$ cat src/rtl/ex_mem_if.sv
// EX/MEM pipeline register bus: EX-side valid/ready payload in, MEM-side payload out.
// slave is the pipeline register's view; master is the view of whoever drives EX and MEM.
interface ex_mem_if #(
  parameter int unsigned B  = 32,
  parameter int unsigned W  = 5,
  parameter int unsigned CW = 16
);
  logic         flush;
  logic         in_valid;
  logic         in_ready;
  logic [B-1:0] add_result_in;
  logic [B-1:0] alu_result_in;
  logic [B-1:0] r_data2_in;
  logic [W-1:0] reg_dst_in;
  logic         zero_in;
  logic         wb_RegWrite_in;
  logic         wb_MemtoReg_in;
  logic         m_Branch_in;
  logic         m_MemRead_in;
  logic         m_MemWrite_in;

  logic          out_valid;
  logic          out_ready;
  logic [B-1:0]  add_result_out;
  logic [B-1:0]  alu_result_out;
  logic [B-1:0]  r_data2_out;
  logic [W-1:0]  reg_dst_out;
  logic          zero_out;
  logic          wb_RegWrite_out;
  logic          wb_MemtoReg_out;
  logic          m_Branch_out;
  logic          m_MemRead_out;
  logic          m_MemWrite_out;
  logic          m_PCSrc;
  logic [1:0]    occupancy;
  logic [CW-1:0] stall_cycles;

  modport slave (
    input  flush, in_valid, add_result_in, alu_result_in, r_data2_in, reg_dst_in, zero_in,
           wb_RegWrite_in, wb_MemtoReg_in, m_Branch_in, m_MemRead_in, m_MemWrite_in, out_ready,
    output in_ready, out_valid, add_result_out, alu_result_out, r_data2_out, reg_dst_out,
           zero_out, wb_RegWrite_out, wb_MemtoReg_out, m_Branch_out, m_MemRead_out,
           m_MemWrite_out, m_PCSrc, occupancy, stall_cycles
  );

  modport master (
    output flush, in_valid, add_result_in, alu_result_in, r_data2_in, reg_dst_in, zero_in,
           wb_RegWrite_in, wb_MemtoReg_in, m_Branch_in, m_MemRead_in, m_MemWrite_in, out_ready,
    input  in_ready, out_valid, add_result_out, alu_result_out, r_data2_out, reg_dst_out,
           zero_out, wb_RegWrite_out, wb_MemtoReg_out, m_Branch_out, m_MemRead_out,
           m_MemWrite_out, m_PCSrc, occupancy, stall_cycles
  );
endinterface

$ cat src/rtl/ex_mem_pipe_reg.sv
// EX/MEM pipeline register with a 2-entry skid buffer, flush, bubble-safe controls
// and a saturating stall counter.
module ex_mem_pipe_reg #(
  parameter int unsigned B  = 32,
  parameter int unsigned W  = 5,
  parameter int unsigned CW = 16
) (
  input logic         clk,
  input logic         rst,
  ex_mem_if.slave     bus
);

  typedef struct packed {
    logic [B-1:0] add_result;
    logic [B-1:0] alu_result;
    logic [B-1:0] r_data2;
    logic [W-1:0] reg_dst;
    logic         zero;
    logic         wb_reg_write;
    logic         wb_memto_reg;
    logic         m_branch;
    logic         m_mem_read;
    logic         m_mem_write;
  } entry_t;

  // Encoding equals the number of held entries.
  typedef enum logic [1:0] {
    EMPTY = 2'd0,
    HOLD  = 2'd1,
    FULL  = 2'd2
  } state_t;

  state_t        state;
  entry_t        main_q;
  entry_t        skid_q;
  entry_t        in_entry;
  logic [CW-1:0] stall_q;
  logic          in_fire;
  logic          out_fire;

  assign in_entry = '{
    add_result:   bus.add_result_in,
    alu_result:   bus.alu_result_in,
    r_data2:      bus.r_data2_in,
    reg_dst:      bus.reg_dst_in,
    zero:         bus.zero_in,
    wb_reg_write: bus.wb_RegWrite_in,
    wb_memto_reg: bus.wb_MemtoReg_in,
    m_branch:     bus.m_Branch_in,
    m_mem_read:   bus.m_MemRead_in,
    m_mem_write:  bus.m_MemWrite_in
  };

  assign bus.in_ready  = (state != FULL);
  assign bus.out_valid = (state != EMPTY);
  assign in_fire       = bus.in_valid & bus.in_ready;
  assign out_fire      = bus.out_valid & bus.out_ready;

  always_ff @(posedge clk or posedge rst) begin
    if (rst) begin
      state   <= EMPTY;
      main_q  <= '0;
      skid_q  <= '0;
      stall_q <= '0;
    end else begin
      if (bus.out_valid && !bus.out_ready && (stall_q != {CW{1'b1}}))
        stall_q <= stall_q + CW'(1);

      // Flush drops every held entry and any input offered in the same cycle.
      if (bus.flush) begin
        state <= EMPTY;
      end else begin
        case (state)
          EMPTY: begin
            if (in_fire) begin
              main_q <= in_entry;
              state  <= HOLD;
            end
          end
          HOLD: begin
            if (in_fire && out_fire) begin
              main_q <= in_entry;
            end else if (in_fire) begin
              skid_q <= in_entry;
              state  <= FULL;
            end else if (out_fire) begin
              state  <= EMPTY;
            end
          end
          FULL: begin
            if (out_fire) begin
              main_q <= skid_q;
              state  <= HOLD;
            end
          end
          default: state <= EMPTY;
        endcase
      end
    end
  end

  assign bus.occupancy      = 2'(state);
  assign bus.stall_cycles   = stall_q;
  assign bus.add_result_out = main_q.add_result;
  assign bus.alu_result_out = main_q.alu_result;
  assign bus.r_data2_out    = main_q.r_data2;
  assign bus.reg_dst_out    = main_q.reg_dst;
  assign bus.zero_out       = main_q.zero;
  assign bus.wb_MemtoReg_out = main_q.wb_memto_reg;

  // Side-effecting controls are masked so a bubble can never write or branch.
  assign bus.wb_RegWrite_out = main_q.wb_reg_write & bus.out_valid;
  assign bus.m_Branch_out    = main_q.m_branch     & bus.out_valid;
  assign bus.m_MemRead_out   = main_q.m_mem_read   & bus.out_valid;
  assign bus.m_MemWrite_out  = main_q.m_mem_write  & bus.out_valid;
  assign bus.m_PCSrc         = main_q.m_branch & main_q.zero & bus.out_valid;

endmodule

$ cat src/flat_wrapper.sv
// flat-port wrapper written by rule: the top's interface ports become plain ports
module ex_mem_pipe_reg_flat 
#(
  parameter int unsigned B  = 32,
  parameter int unsigned W  = 5,
  parameter int unsigned CW = 16
)
  (clk, rst, bus_flush, bus_in_valid, bus_add_result_in, bus_alu_result_in, bus_r_data2_in, bus_reg_dst_in, bus_zero_in, bus_wb_RegWrite_in, bus_wb_MemtoReg_in, bus_m_Branch_in, bus_m_MemRead_in, bus_m_MemWrite_in, bus_out_ready, bus_in_ready, bus_out_valid, bus_add_result_out, bus_alu_result_out, bus_r_data2_out, bus_reg_dst_out, bus_zero_out, bus_wb_RegWrite_out, bus_wb_MemtoReg_out, bus_m_Branch_out, bus_m_MemRead_out, bus_m_MemWrite_out, bus_m_PCSrc, bus_occupancy, bus_stall_cycles);
  ex_mem_if #(.B(B), .W(W), .CW(CW)) bus_i ();
  input logic clk;
  input logic rst;
  input wire logic [$bits(bus_i.flush)-1:0] bus_flush;
  input wire logic [$bits(bus_i.in_valid)-1:0] bus_in_valid;
  input wire logic [$bits(bus_i.add_result_in)-1:0] bus_add_result_in;
  input wire logic [$bits(bus_i.alu_result_in)-1:0] bus_alu_result_in;
  input wire logic [$bits(bus_i.r_data2_in)-1:0] bus_r_data2_in;
  input wire logic [$bits(bus_i.reg_dst_in)-1:0] bus_reg_dst_in;
  input wire logic [$bits(bus_i.zero_in)-1:0] bus_zero_in;
  input wire logic [$bits(bus_i.wb_RegWrite_in)-1:0] bus_wb_RegWrite_in;
  input wire logic [$bits(bus_i.wb_MemtoReg_in)-1:0] bus_wb_MemtoReg_in;
  input wire logic [$bits(bus_i.m_Branch_in)-1:0] bus_m_Branch_in;
  input wire logic [$bits(bus_i.m_MemRead_in)-1:0] bus_m_MemRead_in;
  input wire logic [$bits(bus_i.m_MemWrite_in)-1:0] bus_m_MemWrite_in;
  input wire logic [$bits(bus_i.out_ready)-1:0] bus_out_ready;
  output wire logic [$bits(bus_i.in_ready)-1:0] bus_in_ready;
  output wire logic [$bits(bus_i.out_valid)-1:0] bus_out_valid;
  output wire logic [$bits(bus_i.add_result_out)-1:0] bus_add_result_out;
  output wire logic [$bits(bus_i.alu_result_out)-1:0] bus_alu_result_out;
  output wire logic [$bits(bus_i.r_data2_out)-1:0] bus_r_data2_out;
  output wire logic [$bits(bus_i.reg_dst_out)-1:0] bus_reg_dst_out;
  output wire logic [$bits(bus_i.zero_out)-1:0] bus_zero_out;
  output wire logic [$bits(bus_i.wb_RegWrite_out)-1:0] bus_wb_RegWrite_out;
  output wire logic [$bits(bus_i.wb_MemtoReg_out)-1:0] bus_wb_MemtoReg_out;
  output wire logic [$bits(bus_i.m_Branch_out)-1:0] bus_m_Branch_out;
  output wire logic [$bits(bus_i.m_MemRead_out)-1:0] bus_m_MemRead_out;
  output wire logic [$bits(bus_i.m_MemWrite_out)-1:0] bus_m_MemWrite_out;
  output wire logic [$bits(bus_i.m_PCSrc)-1:0] bus_m_PCSrc;
  output wire logic [$bits(bus_i.occupancy)-1:0] bus_occupancy;
  output wire logic [$bits(bus_i.stall_cycles)-1:0] bus_stall_cycles;
  assign bus_i.flush = bus_flush;
  assign bus_i.in_valid = bus_in_valid;
  assign bus_i.add_result_in = bus_add_result_in;
  assign bus_i.alu_result_in = bus_alu_result_in;
  assign bus_i.r_data2_in = bus_r_data2_in;
  assign bus_i.reg_dst_in = bus_reg_dst_in;
  assign bus_i.zero_in = bus_zero_in;
  assign bus_i.wb_RegWrite_in = bus_wb_RegWrite_in;
  assign bus_i.wb_MemtoReg_in = bus_wb_MemtoReg_in;
  assign bus_i.m_Branch_in = bus_m_Branch_in;
  assign bus_i.m_MemRead_in = bus_m_MemRead_in;
  assign bus_i.m_MemWrite_in = bus_m_MemWrite_in;
  assign bus_i.out_ready = bus_out_ready;
  assign bus_in_ready = bus_i.in_ready;
  assign bus_out_valid = bus_i.out_valid;
  assign bus_add_result_out = bus_i.add_result_out;
  assign bus_alu_result_out = bus_i.alu_result_out;
  assign bus_r_data2_out = bus_i.r_data2_out;
  assign bus_reg_dst_out = bus_i.reg_dst_out;
  assign bus_zero_out = bus_i.zero_out;
  assign bus_wb_RegWrite_out = bus_i.wb_RegWrite_out;
  assign bus_wb_MemtoReg_out = bus_i.wb_MemtoReg_out;
  assign bus_m_Branch_out = bus_i.m_Branch_out;
  assign bus_m_MemRead_out = bus_i.m_MemRead_out;
  assign bus_m_MemWrite_out = bus_i.m_MemWrite_out;
  assign bus_m_PCSrc = bus_i.m_PCSrc;
  assign bus_occupancy = bus_i.occupancy;
  assign bus_stall_cycles = bus_i.stall_cycles;
  ex_mem_pipe_reg #(.B(B), .W(W), .CW(CW)) u_core (.clk(clk), .rst(rst), .bus(bus_i));
endmodule
$ cat config.mk
export PLATFORM = sky130hd
export DESIGN_NAME = ex_mem_pipe_reg_flat
export DESIGN_NICKNAME = d
export VERILOG_FILES = /design/src/rtl/ex_mem_if.sv /design/src/rtl/ex_mem_pipe_reg.sv /design/src/flat_wrapper.sv
export SDC_FILE = /design/constraint.sdc
export NUM_CORES = 1
export LEC_CHECK = 0
export CORE_UTILIZATION = 35
export DETAILED_ROUTE_END_ITERATION = 7
export DONT_BUFFER_PORTS = 1
export PLACE_DENSITY = 0.56
export SKIP_CTS_REPAIR_TIMING = 1
export SLEW_MARGIN = 25
export SYNTH_ARGS = -nofsm -noshare
export SYNTH_HDL_FRONTEND = slang
export SYNTH_SLANG_ARGS = --single-unit
$ cat constraint.sdc
create_clock -name clk -period 20.1 [get_ports clk]
set_input_delay 4.02 -clock clk [delete_from_list [all_inputs] [get_ports clk]]
set_output_delay 4.02 -clock clk [all_outputs]
set_load 0.05 [all_outputs]
# After elaboration in Yosys (flattened, before gate mapping)
# Index checks and enable logic that the tools add are counted.
[word_totals] output_inout_bits=128 register_bits=232 in_bits=112
[op_classes] n_eq_ne=11 bitwise_logic=10 mux=11 addsub=1 reduce_logical=10
[op_table] cell="$mux W107" n=3
[op_table] cell="$pmux W107 S3" n=1
[op_table] cell="$add A16 B1 Y16 const B" n=1
[op_table] cell="$ne A16 B16 Y1 const B" n=1
[op_table] cell="$mux W2" n=6
[op_table] cell="$and A1 B1 Y1" n=8
[op_table] cell="$reduce_and A4 Y1" n=2
[op_table] cell="$ne A2 B1 Y1 const B" n=3
[op_table] cell="$ne A3 B2 Y1 const B" n=2
[op_table] cell="$pmux W2 S3" n=1
[op_table] cell="$reduce_and A5 Y1" n=1
[op_table] cell="$ne A4 B2 Y1 const B" n=1
[op_table] cell="$logic_and A1 B1 Y1" n=3
[op_table] cell="$ne A3 B3 Y1 const B" n=1
[op_table] cell="$reduce_bool A3 Y1" n=1
[op_table] cell="$eq A2 B1 Y1 const B" n=1
[op_table] cell="$eq A2 B2 Y1 const B" n=1
[op_table] cell="$logic_not A2 Y1" n=1
[op_table] cell="$ne A2 B2 Y1 const B" n=1
[op_table] cell="$not A1 Y1" n=2
[op_table] cell="$reduce_bool A2 Y1" n=1
[op_table] cell="$logic_not A1 Y1" n=1

# Logic depth before layout (Yosys ltp)
# Gate-level depths: netlist (run 1).
[depth] ltp_word=7 ltp_mapped=7

# Worst setup path after synthesis (run 1)
# OpenSTA, ideal clock, no wires.
[synth_path] path_type="flip-flop to output port" start="register u_core.state[1], in the netlist u_core.bus.occupancy[1]" end="output port bus_m_PCSrc" slack_ps=14097 arrival_ps=1983 path_stages_with_launch=4 required_ps=16080 path_cell_list="dfrtp_1 or2_2 clkbuf_1 and3_1"
[synth_between] elab_chain_len=2
[synth_rtl] item="from (decl)" line_no="ex_mem_pipe_reg.sv:33" text="state_t state;"
[synth_rtl] item="from (signal assigned)" line_no="ex_mem_pipe_reg.sv:61" text="state <= EMPTY;"
[synth_rtl] item="from (signal assigned)" line_no="ex_mem_pipe_reg.sv:71" text="state <= EMPTY;"
[synth_rtl] item="from (signal assigned)" line_no="ex_mem_pipe_reg.sv:77" text="state <= HOLD;"
[synth_rtl] item="$reduce_bool A2 Y1" line_no="ex_mem_pipe_reg.sv:55" text="assign bus.out_valid = (state != EMPTY);"
[synth_rtl] item="net bus_out_valid" line_no="flat_wrapper.sv:26" text="output wire logic [$bits(bus_i.out_valid)-1:0] bus_out_valid;"
[synth_rtl] item="$and A1 B1 Y1" line_no="ex_mem_pipe_reg.sv:116" text="assign bus.m_PCSrc = main_q.m_branch & main_q.zero & bus.out_valid;"
[synth_rtl] item="to (decl)" line_no="flat_wrapper.sv:37" text="output wire logic [$bits(bus_i.m_PCSrc)-1:0] bus_m_PCSrc;"
# The timed path passes the listed nets, and every way through them passes these cells.

# Final worst setup path (run 1)
[layout_path] start="register u_core.state[0], in the netlist u_core.bus.occupancy[0]" end="output port bus_m_PCSrc"
# The elaborated chain is that of the path after synthesis.

==> results of run 1 <==
worst max-delay path, cell delays in order (launching register included):
cell and delay [ns]:
dfrtp_1 0.83, or2_2 0.48, and3_1 0.54
sequential cells by signal, indices dropped and copies added, names as in the netlist:
| signal | cells |
|---|---|
| u_core.bus.add_result_out | 32 |
| u_core.bus.alu_result_out | 32 |
| u_core.bus.occupancy | 2 |
| u_core.bus.r_data2_out | 32 |
| u_core.bus.reg_dst_out | 5 |
| u_core.bus.stall_cycles | 16 |
| u_core.bus.wb_MemtoReg_out | 1 |
| u_core.bus.zero_out | 1 |
| u_core.main_q | 4 |
| u_core.skid_q | 107 |
stage by stage:
step | area, sq um | setup WS, ns | std cells | hold slack, ns
after floorplan | 11000 | 9.72 | 767 | 0.471
after detailed placement | 10600 | 13.90 | 1031 | 0.489
after CTS | 11500 | 13.63 | 1080 | 0.503
after global routing | 11500 | 13.59 | 1081 | 0.509
final | 11500 | 13.69 | 1081 | 0.500
after global placement | 10600 | 13.96 | 1031 | 0.482
layer usage:
metal  track usage  vias to the layer above
met4        0.0448                        0
met1         0.158                     2844
met5             0                        -
met2         0.230                      176
li1              -                     2401
met3        0.0519                       36
Yosys cell counts (all sizes together), types with 2 or more instances:
cell type	instances
a21oi	2
and3	4
dfrtp	232
nand2	6
inv	2
buf	128
clkbuf	10
nand3	8
and4	2
nor2	7
nand4	10
and2	5
mux2	323
o21bai	2
xnor2	11
area by class of cell:
class	instances	share of cell area
Clock buffer	40	0.0680
Inverter	2	0.00130
Tap cell	396	0.0429
Sequential cell	232	0.503
Multi-Input combinational cell	395	0.369
Timing Repair Buffer	7	0.00661
Clock inverter	9	0.00857
worst max path at each step:
stage	from	to	slack, ns	cells past startpoint
2_1_floorplan	rst	u_core.bus.add_result_out[0]	9.72	1
6_report	u_core.bus.occupancy[0]	bus_m_PCSrc	13.69	2
3_5_place_dp	bus_in_valid	u_core.skid_q[30]	13.90	4
3_3_place_gp	bus_in_valid	u_core.skid_q[31]	13.96	4
4_1_cts	u_core.bus.occupancy[0]	bus_m_PCSrc	13.63	2
5_1_grt	u_core.bus.occupancy[0]	bus_m_PCSrc	13.59	2
cells by family after synthesis:
logic type	count (synthesis)
AO/OA/AOI/OAI	9
XOR/XNOR	12
adder cells (fa/ha/maj)	1
buffers and inverters	140
flip-flops	232
multiplexers	324
AND/OR/NAND/NOR	49
where the power goes:
part / internal, mW / total (mW) / switching [mW]
Clock: 0.294 / 0.482 / 0.188
Combinational: 0.110 / 0.172 / 0.0616
Sequential: 0.575 / 0.824 / 0.248
cell usage in the layout, fill, tap and decap left out, types with 2 or more instances in the layout:
cell       netlist  routed
clkbuf_1        10       7
nand2_1          6       6
nor2_1           7       7
and4_1           2       2
clkinv_2         0       6
bufinv_16        0       2
a21oi_1          2       2
clkbuf_16        0      27
dfrtp_1        232     232
mux2_2         293     293
clkbuf_8         0       6
nand4_1         10      10
buf_4          101       5
and3_1           4       4
mux2_4          30      30
and2_1           5       5
nand3_1          8       7
xnor2_1         11      11
==> flow_summary.json, run 1 <==
{
  "cts_sinks": 232,
  "globalRouteOverflowTotal": 0,
  "synth.avg_cell_area_sq_um": 14.4,
  "peakVddDrop_mv": 0.0626,
  "synth_edf_count": 0,
  "synth_xor_xnor_area_share": 0.00953,
  "antenna_found_initial": 0,
  "ctsRootBufferMaster": "clkbuf_16",
  "wl_um": 21800,
  "ant_nets": 0,
  "hp-class": "flop to flop",
  "wl_met2_um": 10900,
  "drt-met1-wl_um": 8240,
  "synth_top_area_cell": "dfrtp_1",
  "worstMarginPinSlew_ns": 1.03,
  "clkTransAtPathRegs_ns": 0.06,
  "grt_pass1_vias": 5952,
  "r2r-end": "u_core.bus.r_data2_out[9]",
  "critical_path_arrival_ns": 2.39,
  "synthMuxAreaShare": 0.341,
  "start_util": 0.358,
  "path_class": "flop to output pin",
  "synth_top_family_by_area": "multiplexers",
  "maxCapViolations": 0,
  "wl_met3_um": 2010,
  "ioPinCount": 240,
  "hpwl_um": 14200,
  "worst-r2r-cell-count": 4,
  "final_hold_viol_count": 0,
  "vias": 5457,
  "finalCriticalPeriod_ns": 6.41,
  "synth.top_cell.area_share": 0.527,
  "drtIter0Drc": 259,
  "ys_warn_count": 0,
  "fmax_mhz": 156,
  "seqCellArea_sq_um": 5810,
  "finalSetupTns_ns": 0,
  "diodes": 0,
  "synth-simple-area-share": 0.0260,
  "firstDrtPassIters": 8,
  "critPathMaxFanout": 9,
  "p_leak_nw": 5.02,
  "syn_inst": 767,
  "cts.path.max_buffers": 3,
  "gp_congestion": 0.805,
  "rsz0062_at_grt": "false",
  "slew_violations": 0,
  "cts_made_buffers": 27,
  "min_to": "u_core.skid_q[8]",
  "drive_gt1_frac": 0.555,
  "ys_async_sr_fraction": 1.00,
  "routedWlPerCell_um": 20.1,
  "fin_util": 0.374,
  "tritoncts": "built",
  "cts_max_level": 1,
  "min_path_cells": 1,
  "grt_pass1_wl_um": 35200,
  "rows": 64,
  "syn_nets": 880,
  "die_w_um": 179,
  "synth_cell_types": 33,
  "required_ns": 16.08,
  "min_from": "u_core.skid_q[8]",
  "start_kind": "flop",
  "synth_seq_cells": 232,
  "rr_startpoint": "u_core.bus.occupancy[0]",
  "finClkSkew_ns": 0.0216,
  "fin_total_pwr_mw": 1.48,
  "n_fill_cell": 2892,
  "nets": 778,
  "clk_latency_ns": 0.54,
  "multiInputGateArea_sq_um": 4260,
  "via_per_inst": 5.05,
  "status": "finished, violations left",
  "end_kind": "output pin",
  "die_area_sq_um": 32200,
  "synth-compound-area-share": 0.00613,
  "gr-usage-all-layers": 0.136,
  "grt_max_degree": 111,
  "syn_area_sq_um": 11000,
  "ys.flop_type": "dfrtp_1",
  "rrSetupSlack_ns": 16.74,
  "area_growth_pct": 4.65,
  "period_share": 0.319,
  "power_density_nw_per_um2": 128,
  "violations": "DRC",
  "drc_errors": 36,
  "routed.top_layer": "met4",
  "portBuffers": 0,
  "synth_adder_area_share": 0.00113,
  "synth_area_leaders": "dfrtp_1 (53%), mux2_2 (30%), buf_4 (6.9%), mux2_4 (4.1%), xnor2_1 (0.87%)",
  "max-slew-margin-rel": 0.315,
  "ys_seq_area_frac": 0.527,
  "setup_violations": 0,
  "core_sq_um": 30800,
  "die_y_um": 179
}
(Power assumes the default switching activity.)
==> inputs of run 2 (changes only) <==
Settings changed: PLACE_DENSITY 0.56 to 0.58.
Clock period 20.1 ns to 5.6 ns, I/O delays scaled along.
==> run 2 against run 1 <==
Compared with the run above: the run still ends with DRC left; critical path depth unchanged; sequential share of layout area down 0.25 points; cell area up 0.50%; combinational power rose to 3.6 times the previous value; register-to-register slack worse by 14 ns; largest power group unchanged; critical path type unchanged.
==> flow_summary.json, run 2 (synthesized netlist as in run 1, its figures left out) <==
{
  "finalCriticalPeriod_ns": 3.52,
  "firstDrtPassIters": 7,
  "layout.cells.non_filler": 1081,
  "status": "finished, violations left",
  "min_to": "u_core.skid_q[31]",
  "gr-usage-all-layers": 0.135,
  "rsz0062_at_grt": "false",
  "path_buf_inv": 0,
  "drtIter0Drc": 229,
  "antenna_found_initial": 0,
  "rrSetupSlack_ns": 2.70,
  "violations": "DRC",
  "diodes": 0,
  "cpPeakStageDelay_ns": 0.80,
  "clk_latency_ns": 0.53,
  "setup_violations": 0,
  "final_hold_viol_count": 0,
  "fin_area_sq_um": 11600,
  "ctsRootBufferMaster": "clkbuf_16",
  "multiInputGateArea_sq_um": 4260,
  "power_density_nw_per_um2": 458,
  "dpl.cell_count": 1032,
  "place_ws_ns": 2.29,
  "intPower_mw": 3.53,
  "final_common_cell": "mux2_2",
  "cts_made_buffers": 26,
  "seqCellArea_sq_um": 5810,
  "finClkSkew_ns": 0.0219,
  "n_fill_cell": 2852,
  "gp_congestion": 0.810,
  "area_growth_pct": 5.17,
  "worst-r2r-cell-count": 4,
  "start_kind": "flop",
  "end_kind": "output pin",
  "clkTransAtPathRegs_ns": 0.06,
  "p_leak_nw": 5.05,
  "largest_register_ff_count": 107,
  "rr_startpoint": "u_core.bus.occupancy[0]",
  "path_cells": "or2_2, and3_1",
  "p_sw_mw": 1.78,
  "die_area_sq_um": 32200,
  "setup_ws_ns": 2.08,
  "cts_sinks": 232,
  "via_per_inst": 5.03,
  "cts.path.max_buffers": 3,
  "portBuffers": 0,
  "maxCapViolations": 0,
  "fmax_mhz": 284,
  "regMostFlops": "u_core.skid_q",
  "critPathTopFamily": "simple AND/OR/NAND/NOR gates",
  "hpwl_um": 14300,
  "rows": 64,
  "ioPinCount": 240,
  "crit_start": "u_core.bus.occupancy[1]",
  "switching_share": 0.335,
  "combPwrFrac": 0.117,
  "crit_slowest_cell": "dfrtp_1",
  "grt_pass1_wl_um": 35100,
  "core_sq_um": 30800,
  "die_y_um": 179,
  "routedWlPerCell_um": 20.1,
  "slew_violations": 0,
  "required_ns": 4.48,
  "period_share": 0.629,
  "start_util": 0.358,
  "grt_pass1_vias": 6040,
  "die_w_um": 179,
  "vias": 5436,
  "critPathMaxFanout": 8,
  "placed_cell_area_sq_um": 10700,
  "r2r-end": "u_core.bus.r_data2_out[3]",
  "globalRouteOverflowTotal": 0,
  "min_path_cells": 1,
  "worstMarginPinSlew_ns": 0.756,
  "pwr-share-clk": 0.326,
  "tritoncts": "built",
  "peakVddDrop_mv": 0.241,
  "ant_nets": 0,
  "drc_errors": 28,
  "critical_path_arrival_ns": 2.40,
  "drive_gt1_frac": 0.555,
  "finalSetupTns_ns": 0,
  "cts_max_level": 1,
  "final_cell_mix": "mux2_2 (293), dfrtp_1 (232), mux2_4 (30)",
  "seqPwrFrac": 0.557,
  "min_from": "u_core.skid_q[31]",
  "holdWs_ns": 0.499,
  "grt_max_degree": 124,
  "hp-class": "flop to flop",
  "path_class": "flop to output pin",
  "nets": 778,
  "max-slew-margin-rel": 0.496,
  "wl_um": 21700
}
run 2: stage by stage:
step / total power [mW] / utilization
after detailed placement: 3.62 / 0.347
after floorplan: 3.67 / -
final: 5.31 / 0.376
after global routing: 5.55 / 0.376
after global placement: 3.56 / 0.346
after CTS: 5.38 / 0.375
run 2: worst max path at each step:
stage,endpoint,slack [ns],cells past startpoint
after floorplan,u_core.bus.add_result_out[0],1.44,1
after global placement,u_core.bus.add_result_out[4],2.33,4
after detailed placement,u_core.skid_q[17],2.29,4
after CTS,bus_m_PCSrc,2.03,2
after global routing,bus_m_PCSrc,2.02,2
final,bus_m_PCSrc,2.08,2
run 2: layout make-up:
cell class              count  area share
inverters                   2    0.000971
repair buffers              8      0.0119
flip-flops and latches    232       0.501
clock buffers              41      0.0688
well taps                 396      0.0427
multi-input cells         395       0.368
clock inverters             7     0.00734
run 2: power groups by stage:
stage / Combinational [mW] / Sequential [mW] / Clock, mW
CTS: 0.634 / 2.96 / 1.79
global placement: 0.597 / 2.97 / 0
detailed placement: 0.633 / 2.99 / 0
finish: 0.619 / 2.96 / 1.73
global route: 0.686 / 3.01 / 1.85
floorplan: 1.34 / 2.33 / 0
run 2: worst reg2reg max path: stages (launching register included):
cell	delay, ns
dfrtp_1	0.81
nand2b_4	0.64
buf_4	0.61
mux2_2	0.47
mux2_2	0.26
run 2: layer usage:
layer	track usage	vias up	wire, um
li1	-	2402	-
met1	0.157	2812	8300
met4	0.0510	0	763
met5	0	-	0
met3	0.0509	38	2060
met2	0.227	184	10600
